File: config.mk
export PLATFORM = sky130hd
export DESIGN_NAME = id_ex_operand_stage
export DESIGN_NICKNAME = d
export VERILOG_FILES = /design/src/rtl/mips_pkg.sv /design/src/rtl/forward_unit.sv /design/src/rtl/id_ex_operand_stage.sv
export SDC_FILE = /design/constraint.sdc
export NUM_CORES = 1
export LEC_CHECK = 0
export ABC_AREA = 1
export BUFFER_PORTS_ARGS = -buffer_cell sky130_fd_sc_hd__clkbuf_2
export CAP_MARGIN = 5
export CORE_AREA = 5 5 117 119
export CTS_CLUSTER_SIZE = 12
export DETAILED_ROUTE_END_ITERATION = 10
export DIE_AREA = 0 0 122 124
export HOLD_SLACK_MARGIN = 0.1
export PLACE_DENSITY = 0.73
export REMOVE_ABC_BUFFERS = 1
export SLEW_MARGIN = 20
export SYNTH_ARGS = -nofsm -noshare
export SYNTH_HDL_FRONTEND = slang
export SYNTH_SLANG_ARGS = --single-unit
File: constraint.sdc
create_clock -name clk -period 2.7 [get_ports clk]
set_clock_uncertainty 0.2 [all_clocks]
set_input_delay 0.54 -clock clk [delete_from_list [all_inputs] [get_ports clk]]
set_output_delay 0.54 -clock clk [all_outputs]
set_load 0.005 [all_outputs]
File: src/rtl/mips_pkg.sv
// rtl/mips_pkg.sv - shared ALU operation codes, funct/op-class encodings and ID-stage ALU decode
package mips_pkg;

    localparam logic [2:0] ALU_AND = 3'd0;
    localparam logic [2:0] ALU_OR  = 3'd1;
    localparam logic [2:0] ALU_ADD = 3'd2;
    localparam logic [2:0] ALU_SUB = 3'd3;
    localparam logic [2:0] ALU_SLT = 3'd7;

    localparam logic [5:0] FUNCT_ADD = 6'h20;
    localparam logic [5:0] FUNCT_SUB = 6'h22;
    localparam logic [5:0] FUNCT_AND = 6'h24;
    localparam logic [5:0] FUNCT_OR  = 6'h25;
    localparam logic [5:0] FUNCT_SLT = 6'h2A;

    localparam logic [1:0] OPC_ADD   = 2'b00;
    localparam logic [1:0] OPC_SUB   = 2'b01;
    localparam logic [1:0] OPC_RTYPE = 2'b10;
    localparam logic [1:0] OPC_RSVD  = 2'b11;

    typedef enum logic [1:0] {
        FWD_NONE  = 2'd0,
        FWD_EXMEM = 2'd1,
        FWD_MEMWB = 2'd2
    } fwd_sel_e;

    // Returns {illegal, alu_operation}; the reserved class executes as an add.
    function automatic logic [3:0] alu_decode(input logic [1:0] op_class, input logic [5:0] funct);
        logic [3:0] r;
        r = {1'b0, ALU_ADD};
        case (op_class)
            OPC_SUB: r = {1'b0, ALU_SUB};
            OPC_RTYPE: begin
                case (funct)
                    FUNCT_ADD: r = {1'b0, ALU_ADD};
                    FUNCT_SUB: r = {1'b0, ALU_SUB};
                    FUNCT_AND: r = {1'b0, ALU_AND};
                    FUNCT_OR:  r = {1'b0, ALU_OR};
                    FUNCT_SLT: r = {1'b0, ALU_SLT};
                    default:   r = {1'b1, ALU_ADD};
                endcase
            end
            default: r = {1'b0, ALU_ADD};
        endcase
        return r;
    endfunction

endpackage

File: src/rtl/forward_unit.sv
// rtl/forward_unit.sv - selects the forwarding source for one EX operand
module forward_unit
    import mips_pkg::*;
#(
    parameter int REG_AW = 5
) (
    input  logic [REG_AW-1:0] src_i,
    input  logic              exmem_reg_write_i,
    input  logic [REG_AW-1:0] exmem_rd_i,
    input  logic              memwb_reg_write_i,
    input  logic [REG_AW-1:0] memwb_rd_i,
    output fwd_sel_e          sel_o
);

    // The younger EX/MEM result shadows MEM/WB; register 0 is hardwired and never forwarded.
    always_comb begin
        sel_o = FWD_NONE;
        if (src_i != '0) begin
            if (exmem_reg_write_i && (exmem_rd_i == src_i)) begin
                sel_o = FWD_EXMEM;
            end else if (memwb_reg_write_i && (memwb_rd_i == src_i)) begin
                sel_o = FWD_MEMWB;
            end
        end
    end

endmodule

File: src/rtl/id_ex_operand_stage.sv
// rtl/id_ex_operand_stage.sv - ID/EX register, ALU decode, forwarding and hazard stall; IDEX_FORWARDING_EN enables bypassing
module id_ex_operand_stage
    import mips_pkg::*;
#(
    parameter int DATA_W = 32,
    parameter int REG_AW = 5
) (
    input  logic              clk,
    input  logic              rst_n,
    input  logic              id_valid,
    input  logic [DATA_W-1:0] id_rs_data,
    input  logic [DATA_W-1:0] id_rt_data,
    input  logic [DATA_W-1:0] id_imm,
    input  logic [REG_AW-1:0] id_rs,
    input  logic [REG_AW-1:0] id_rt,
    input  logic [REG_AW-1:0] id_rd,
    input  logic              id_alu_src,
    input  logic [1:0]        id_op_class,
    input  logic [5:0]        id_funct,
    input  logic              id_reg_write,
    input  logic              id_mem_read,
    input  logic              id_mem_write,
    input  logic              flush,
    input  logic              exmem_reg_write,
    input  logic [REG_AW-1:0] exmem_rd,
    input  logic [DATA_W-1:0] exmem_result,
    input  logic              memwb_reg_write,
    input  logic [REG_AW-1:0] memwb_rd,
    input  logic [DATA_W-1:0] memwb_result,
    output logic              stall_id,
    output logic [DATA_W-1:0] alu_a,
    output logic [DATA_W-1:0] alu_b,
    output logic [2:0]        alu_operation,
    output logic [DATA_W-1:0] ex_store_data,
    output logic              ex_valid,
    output logic              ex_reg_write,
    output logic              ex_mem_read,
    output logic              ex_mem_write,
    output logic [REG_AW-1:0] ex_rd,
    output logic              ex_illegal
);

`ifdef IDEX_FORWARDING_EN
    localparam logic FWD_EN = 1'b1;
`else
    localparam logic FWD_EN = 1'b0;
`endif

    logic              valid_q, valid_d;
    logic              reg_write_q, reg_write_d;
    logic              mem_read_q, mem_read_d;
    logic              mem_write_q, mem_write_d;
    logic              illegal_q, illegal_d;
    logic              alu_src_q, alu_src_d;
    logic [2:0]        alu_op_q, alu_op_d;
    logic [REG_AW-1:0] rd_q, rd_d;
    logic [REG_AW-1:0] rs_q, rs_d;
    logic [REG_AW-1:0] rt_q, rt_d;
    logic [DATA_W-1:0] rs_data_q, rs_data_d;
    logic [DATA_W-1:0] rt_data_q, rt_data_d;
    logic [DATA_W-1:0] imm_q, imm_d;

    logic [3:0]        dec;
    logic              rt_read;
    logic              hazard;
    logic              bubble;
    fwd_sel_e          sel_rs, sel_rt;
    logic [DATA_W-1:0] fwd_rs, fwd_rt;

    assign dec     = alu_decode(id_op_class, id_funct);
    assign rt_read = ~id_alu_src | id_mem_write;

`ifdef IDEX_FORWARDING_EN
    assign hazard = id_valid & valid_q & mem_read_q & (rd_q != '0) &
                    ((rd_q == id_rs) | (rt_read & (rd_q == id_rt)));
`else
    // Without bypassing, any producer still ahead of the register-file write must be waited out.
    assign hazard = id_valid & (
                    (valid_q & reg_write_q & (rd_q != '0) &
                     ((rd_q == id_rs) | (rt_read & (rd_q == id_rt)))) |
                    (exmem_reg_write & (exmem_rd != '0) &
                     ((exmem_rd == id_rs) | (rt_read & (exmem_rd == id_rt)))));
`endif

    assign stall_id = rst_n & hazard;
    assign bubble   = flush | stall_id;

    always_comb begin
        valid_d     = id_valid;
        reg_write_d = id_reg_write;
        mem_read_d  = id_mem_read;
        mem_write_d = id_mem_write;
        illegal_d   = dec[3];
        alu_src_d   = id_alu_src;
        alu_op_d    = dec[2:0];
        rd_d        = id_rd;
        rs_d        = id_rs;
        rt_d        = id_rt;
        rs_data_d   = id_rs_data;
        rt_data_d   = id_rt_data;
        imm_d       = id_imm;
        if (bubble) begin
            valid_d     = 1'b0;
            reg_write_d = 1'b0;
            mem_read_d  = 1'b0;
            mem_write_d = 1'b0;
            illegal_d   = 1'b0;
            alu_src_d   = 1'b0;
            alu_op_d    = '0;
            rd_d        = '0;
            rs_d        = '0;
            rt_d        = '0;
            rs_data_d   = '0;
            rt_data_d   = '0;
            imm_d       = '0;
        end
    end

    always_ff @(posedge clk or negedge rst_n) begin
        if (!rst_n) begin
            valid_q     <= 1'b0;
            reg_write_q <= 1'b0;
            mem_read_q  <= 1'b0;
            mem_write_q <= 1'b0;
            illegal_q   <= 1'b0;
            alu_src_q   <= 1'b0;
            alu_op_q    <= '0;
            rd_q        <= '0;
            rs_q        <= '0;
            rt_q        <= '0;
            rs_data_q   <= '0;
            rt_data_q   <= '0;
            imm_q       <= '0;
        end else begin
            valid_q     <= valid_d;
            reg_write_q <= reg_write_d;
            mem_read_q  <= mem_read_d;
            mem_write_q <= mem_write_d;
            illegal_q   <= illegal_d;
            alu_src_q   <= alu_src_d;
            alu_op_q    <= alu_op_d;
            rd_q        <= rd_d;
            rs_q        <= rs_d;
            rt_q        <= rt_d;
            rs_data_q   <= rs_data_d;
            rt_data_q   <= rt_data_d;
            imm_q       <= imm_d;
        end
    end

    // With bypassing disabled the write enables are masked, so both selects stay at FWD_NONE.
    forward_unit #(.REG_AW(REG_AW)) u_fwd_rs (
        .src_i             (rs_q),
        .exmem_reg_write_i (exmem_reg_write & FWD_EN),
        .exmem_rd_i        (exmem_rd),
        .memwb_reg_write_i (memwb_reg_write & FWD_EN),
        .memwb_rd_i        (memwb_rd),
        .sel_o             (sel_rs)
    );

    forward_unit #(.REG_AW(REG_AW)) u_fwd_rt (
        .src_i             (rt_q),
        .exmem_reg_write_i (exmem_reg_write & FWD_EN),
        .exmem_rd_i        (exmem_rd),
        .memwb_reg_write_i (memwb_reg_write & FWD_EN),
        .memwb_rd_i        (memwb_rd),
        .sel_o             (sel_rt)
    );

    always_comb begin
        fwd_rs = rs_data_q;
        case (sel_rs)
            FWD_EXMEM: fwd_rs = exmem_result;
            FWD_MEMWB: fwd_rs = memwb_result;
            default:   fwd_rs = rs_data_q;
        endcase
    end

    always_comb begin
        fwd_rt = rt_data_q;
        case (sel_rt)
            FWD_EXMEM: fwd_rt = exmem_result;
            FWD_MEMWB: fwd_rt = memwb_result;
            default:   fwd_rt = rt_data_q;
        endcase
    end

    assign alu_a         = fwd_rs;
    assign alu_b         = alu_src_q ? imm_q : fwd_rt;
    assign ex_store_data = fwd_rt;
    assign alu_operation = alu_op_q;
    assign ex_valid      = valid_q;
    assign ex_reg_write  = reg_write_q;
    assign ex_mem_read   = mem_read_q;
    assign ex_mem_write  = mem_write_q;
    assign ex_rd         = rd_q;
    assign ex_illegal    = illegal_q;

endmodule

Word level (Yosys, flattened, before mapping)
Cells that the tools add are included.
Word-level totals
  flip-flop bits (word level): 110
  bits in latches: 0
  memory bits (writable): 0
  ROM bits: 0
  input bits: 203
  output and inout port bits: 110
  word-level logic and storage cells: 53
  memories kept: 0
Operators by class
  add/sub/neg operators: 0
  multiply operators: 0
  divide/modulo/power cells: 0
  magnitude comparators: 0
  equality and inequality tests: 11
  shifts and indexed selects: 0
  mux-type cells: 14
  bitwise logic cells: 15
  reduce and logical (&&, ||, !) cells: 2
Operator list (count)
  32-bit 2-to-1 mux: 4
  6-bit equality test, second input constant: 5
  5-bit equality test: 4
  4-bit one-hot mux with 5 select lines: 1
  5-bit nonzero test: 2
  1-bit bitwise AND: 9
  4-bit one-hot mux with 2 select lines: 1
  1-bit 2-to-1 mux: 6
  5-bit 2-to-1 mux: 1
  1-bit bitwise OR: 5
  3-bit 2-to-1 mux: 1
  2-bit by 1-bit equality test with 1-bit output, second input constant: 1
  2-bit equality test, second input constant: 1
  1-bit inverter: 1

Longest topological paths before layout
  word-level depth: 10
  gate-level depth with buffers: 13
  depth with buffers taken out: 11

By module
A second synthesis with hierarchy kept.
Unflattened totals
  cell total of the unflattened synthesis: 1002
  area, all modules: 6703.9 um^2
Modules (own cells, without submodules)
  id_ex_operand_stage: instances 1, cells each 892, area each 6238.5 um^2, sequential area each 3002.9 um^2
  forward_unit: instances 2, cells each 55, area each 232.7 um^2, sequential area each 0.0 um^2

Worst setup path after synthesis
Ideal clock, no wire load.
  path type: input to output
  from: input exmem_rd[3]
  to: output stall_id
  arrival time: 1.075 ns
  data required time: 1.960 ns
  slack: 0.885 ns
  stages: 10
  buffers on the path: 0
  path through: inv_1 -> nand2_1 -> nand2_1 -> nor2_1 -> nand3_1 -> nand2_1 -> nand2_1 -> nand2_1 -> nand2_1 -> inv_1
Between the ends
  cells in the longest elaborated chain, start to end: 7
  elaborated cells between the ends (all ways): 10
  classes of those cells: eq/ne: 2; bitwise: 7; reduce/logical: 1
RTL lines
  start: declaration: line id_ex_operand_stage.sv:25  | input logic [REG_AW-1:0] exmem_rd,
  5-bit equality test: line id_ex_operand_stage.sv:82  | ((exmem_rd == id_rs) | (rt_read & (exmem_rd == id_rt)))));
  1-bit bitwise AND: line id_ex_operand_stage.sv:82
  1-bit bitwise OR: line id_ex_operand_stage.sv:82
  1-bit bitwise AND *: line id_ex_operand_stage.sv:81  | (exmem_reg_write & (exmem_rd != '0) &
  1-bit bitwise OR *: line id_ex_operand_stage.sv:80  | ((rd_q == id_rs) | (rt_read & (rd_q == id_rt)))) |
  1-bit bitwise AND *: line id_ex_operand_stage.sv:78  | assign hazard = id_valid & (
  1-bit bitwise AND *: line id_ex_operand_stage.sv:85  | assign stall_id = rst_n & hazard;
  end: declaration: line id_ex_operand_stage.sv:30  | output logic stall_id,
Every way passes the cells marked *; elsewhere a longest branch is shown, timed or not.

Worst setup path in the final report
  from: register rd_q[2], in the netlist ex_rd[2]
  to: output stall_id
Between the ends
  cells in the longest elaborated chain, start to end: 7
  elaborated cells between the ends (all ways): 10
  classes of those cells: eq/ne: 2; bitwise: 7; reduce/logical: 1
RTL lines
  start: declaration: line id_ex_operand_stage.sv:56  | logic [REG_AW-1:0] rd_q, rd_d;
  start signal: assignment: line id_ex_operand_stage.sv:142  | rd_q <= rd_d;
  5-bit equality test: line id_ex_operand_stage.sv:80
  1-bit bitwise AND: line id_ex_operand_stage.sv:80
  1-bit bitwise OR: line id_ex_operand_stage.sv:80
  1-bit bitwise AND *: line id_ex_operand_stage.sv:79  | (valid_q & reg_write_q & (rd_q != '0) &
  1-bit bitwise OR *: line id_ex_operand_stage.sv:80
  1-bit bitwise AND *: line id_ex_operand_stage.sv:78
  1-bit bitwise AND *: line id_ex_operand_stage.sv:85
Marks and branches as above.

==> qor.csv <==
stage;metric;value;unit
detailed_routing;DR pass1 iterations;4;
detailed_routing;WL per Instance;13.2;µm
sta;fmax;0.416;GHz
yosys;Area contributors post-synth;dfrtp_1, inv_1, nor2_1;
final_layout;Finished Cell Area;6260;µm²
pwr;Power Density;552;nW/µm²
final_layout;P&R area growth vs syn;35.8;%
placement;worst slack at placement;0.416;ns
floorplan;# IOs;313;
yosys;cell taking the most area after synthesis;dfrtp_1;
final_layout;number of nets in the layout;952;
pwr;Net Sw Frac;0.252;
global_route;Tot GR Track Use;0.160;
detailed_routing;drc violations;0;
floorplan;Rows;41;
yosys;top post-synthesis cells by count;inv_1, nor2_1, dfrtp_1, nand2_1, mux2_2;
critical_path;critical path startpoint category;register;
critical_path;CP top delay family;simple AND/OR/NAND/NOR gates;
critical_path;FF-to-FF path depth;12;
placement;Placed Instances;908;
clocking;clk_lat worst skew;0.34;ns
floorplan;DIE HEIGHT;124;µm
critical_path;slowest CP cell;dfrtp_1;
flow_run;MaxCap Viol Count;0;
yosys;Top FF cell, synth;dfrtp_1;
yosys;number of synthesized flops with an enable pin;0;
pwr;Sequential Power Share;0.510;
final_layout;fillcell total;1210;
yosys;Mean Syn Cell Area;9.18;µm²
sta;Slew HR;0.606;
yosys;Cell Area, Synth;4610;µm²
clocking;total CTS buffers;9;
final_layout;layout cells sized above 1;0.397;
critical_path;CP peak stage delay;0.44;ns
detailed_routing;Post-Route WL;12200;µm
yosys;top cell type's share of synthesized area;0.597;
global_route;global-route wire length before repair;18500;µm
yosys;Async S/R FF share, synth;1.00;
detailed_routing;drt via density;4.13;
critical_path;CP Cell Sequence;nor3_1 -> nand3_1 -> nand3_1 -> inv_1 -> nand2_1 -> nand2_1 -> nand2_1 -> inv_1 -> clkbuf_2;
yosys;Post-Syn Instances;502;
pwr;share of total power in the clock network;0.350;
global_route;initial antenna violation count;0;
clocking;CTS Hold Bufs;0;
final_layout;diode count;0;
yosys;Cell variety after synth;18;
global_route;total gr overflow;0;
sta;RSZ-0062 raised after global routing;no;
placement;Placed Area;6000;µm²
critical_path;launch point of the worst reg-to-reg path;ex_rd[0];
sta;post-route setup slack;0.298;ns
critical_path;Crit path buffers/inverters;3;
sta;Final Hold Vio Count;0;
floorplan;initial core utilization;0.370;
critical_path;worst setup path class;reg -> out;
clocking;postcts setup bufs;0;
global_route;vias in the first global route;3853;
detailed_routing;post-route ant nets;0;
critical_path;FF-to-FF setup slack;0.62;ns
floorplan;chip width;122;µm
critical_path;Data arrival, critical path;1.66;ns
critical_path;Reg-to-Reg End;rt_data_q[2];
detailed_routing;Vias;3815;
clocking;CTS tree;done;
pwr;Design Power;3.46;mW
yosys;YS warnings;0;
critical_path;worst path required time;1.96;ns
yosys;count leader, synth;inv_1;
sta;min Tclk post-route;2.40;ns
placement;Port Buf Inserts;242;
placement;routability congestion estimate;0.864;
clocking;H-tree Lvls;3;
yosys;Yosys reg bits;110;
clocking;Clock Root Buffer;clkbuf_16;
final_layout;Non-Filler Instances;923;
detailed_routing;Initial DRC Count;123;
clocking;clk slew on worst S/H paths;0.07;ns
hold_path;worst hold path type;in -> async;
sta;actual slew at the worst max-slew pin;0.591;ns
sta;Tcrit/Tclk final;0.890;
pwr;Pint;2.59;mW
floorplan;core area;12500;µm²
pwr;maximum vdd drop;0.411;mV
global_route;largest net degree at the start of global routing;111;
pwr;Leakage Power;3.96;nW
sta;setup TNS;0;ns
outcome;outcome;complete, no violations;
clocking;clk sinks;110;
sta;fin. max-slew vios;0;
sta;# setup viols final;0;
critical_path;Crit Path Max Fanout;4;
placement;placed wire-length estimate;9610;µm
yosys;sequential share of the synthesized area;0.597;
critical_path;CP dominant cell by count;nand2_1;
clocking;Max clock buf depth;2;
clocking;post-cts resize count;0;
pwr;P_sw;872;µW
floorplan;die area;15100;µm²
critical_path;WP depth;9;
critical_path;crit end category;output pin;
pwr;Logic pwr share;0.140;
-- layout make-up --
class / count / area [µm²] / area share
clock buffer: 10 / 229 / 0.0366
clock inverter: 5 / 36.3 / 0.00579
inverter: 135 / 507 / 0.0809
multi-input combinational: 241 / 1210 / 0.193
sequential: 110 / 2750 / 0.440
tap: 172 / 215 / 0.0344
timing repair buffer: 250 / 1310 / 0.209
-- worst reg2reg max path, delay by kind of cell, from the launching register on --
| family | cells | cell delay, ns |
|---|---|---|
| AND/OR/NAND/NOR | 10 | 0.97 |
| flip-flops | 1 | 0.43 |
| buffers and inverters | 2 | 0.35 |
-- cell usage in the layout, fill, tap and decap left out, drive strengths merged, types with 2 or more instances in the layout --
cell type and n:
buf 9, clkinvlp 3, nand4 2, o21ai 2, mux2 32, inv 136
ha 2, nand3 7, nor2 126, nor3 3, xnor2 2, clkbuf 251
dfrtp 110, nand2 61
-- power by group through the flow --
stage	clock [mW]	combinational [mW]	sequential, mW
after floorplan	0	0.187	1.81
after global placement	0	0.486	1.79
after detailed placement	0	0.494	1.80
after CTS	1.27	0.496	1.77
after global routing	1.34	0.549	1.77
final	1.21	0.483	1.77
-- state kept, by name (all words and copies together) (netlist names) --
signal,flops
imm_q,32
rs_data_q,32
rt_data_q,32
ex_rd,5
alu_operation,3
alu_src_q,1
ex_illegal,1
ex_mem_read,1
ex_mem_write,1
ex_reg_write,1
ex_valid,1
-- through the flow --
stage                util  hold WS (ns)
global route        0.502         0.122
global placement    0.481         0.473
CTS                 0.502         0.101
finish              0.502        0.0642
detailed placement  0.481         0.479
floorplan               -        0.0444
-- how the worst max path moves through the flow --
stage	end	startpoint	slack [ns]
finish	stall_id	ex_rd[2]	0.30
global route	stall_id	ex_rd[1]	0.17
floorplan	alu_operation[0]	exmem_rd[3]	-0.51
global placement	imm_q[2]	exmem_rd[0]	0.43
detailed placement	rt_data_q[2]	exmem_rd[1]	0.42
CTS	stall_id	ex_rd[2]	0.30
-- layer usage --
layer	track usage	routed length [µm]
met2	0.279	6020
met4	0.0560	178
met5	0	0
met1	0.174	4560
met3	0.0690	1470
-- logic make-up (layout without fill, tap and decap cells) --
| group | after synthesis | after routing | synth area share |
|---|---|---|---|
| and+or+nand+nor | 200 | 200 | 0.167 |
| muxes | 32 | 32 | 0.0782 |
| buffers and inverters | 151 | 400 | 0.142 |
| DFF | 110 | 110 | 0.597 |
| AOI/OAI and AO/OA | 5 | 5 | 0.00624 |
| xor gates and xnor gates | 2 | 2 | 0.00380 |
| adders and majority gates | 2 | 2 | 0.00543 |
No activity file was read; power rests on OpenSTA's default activity.
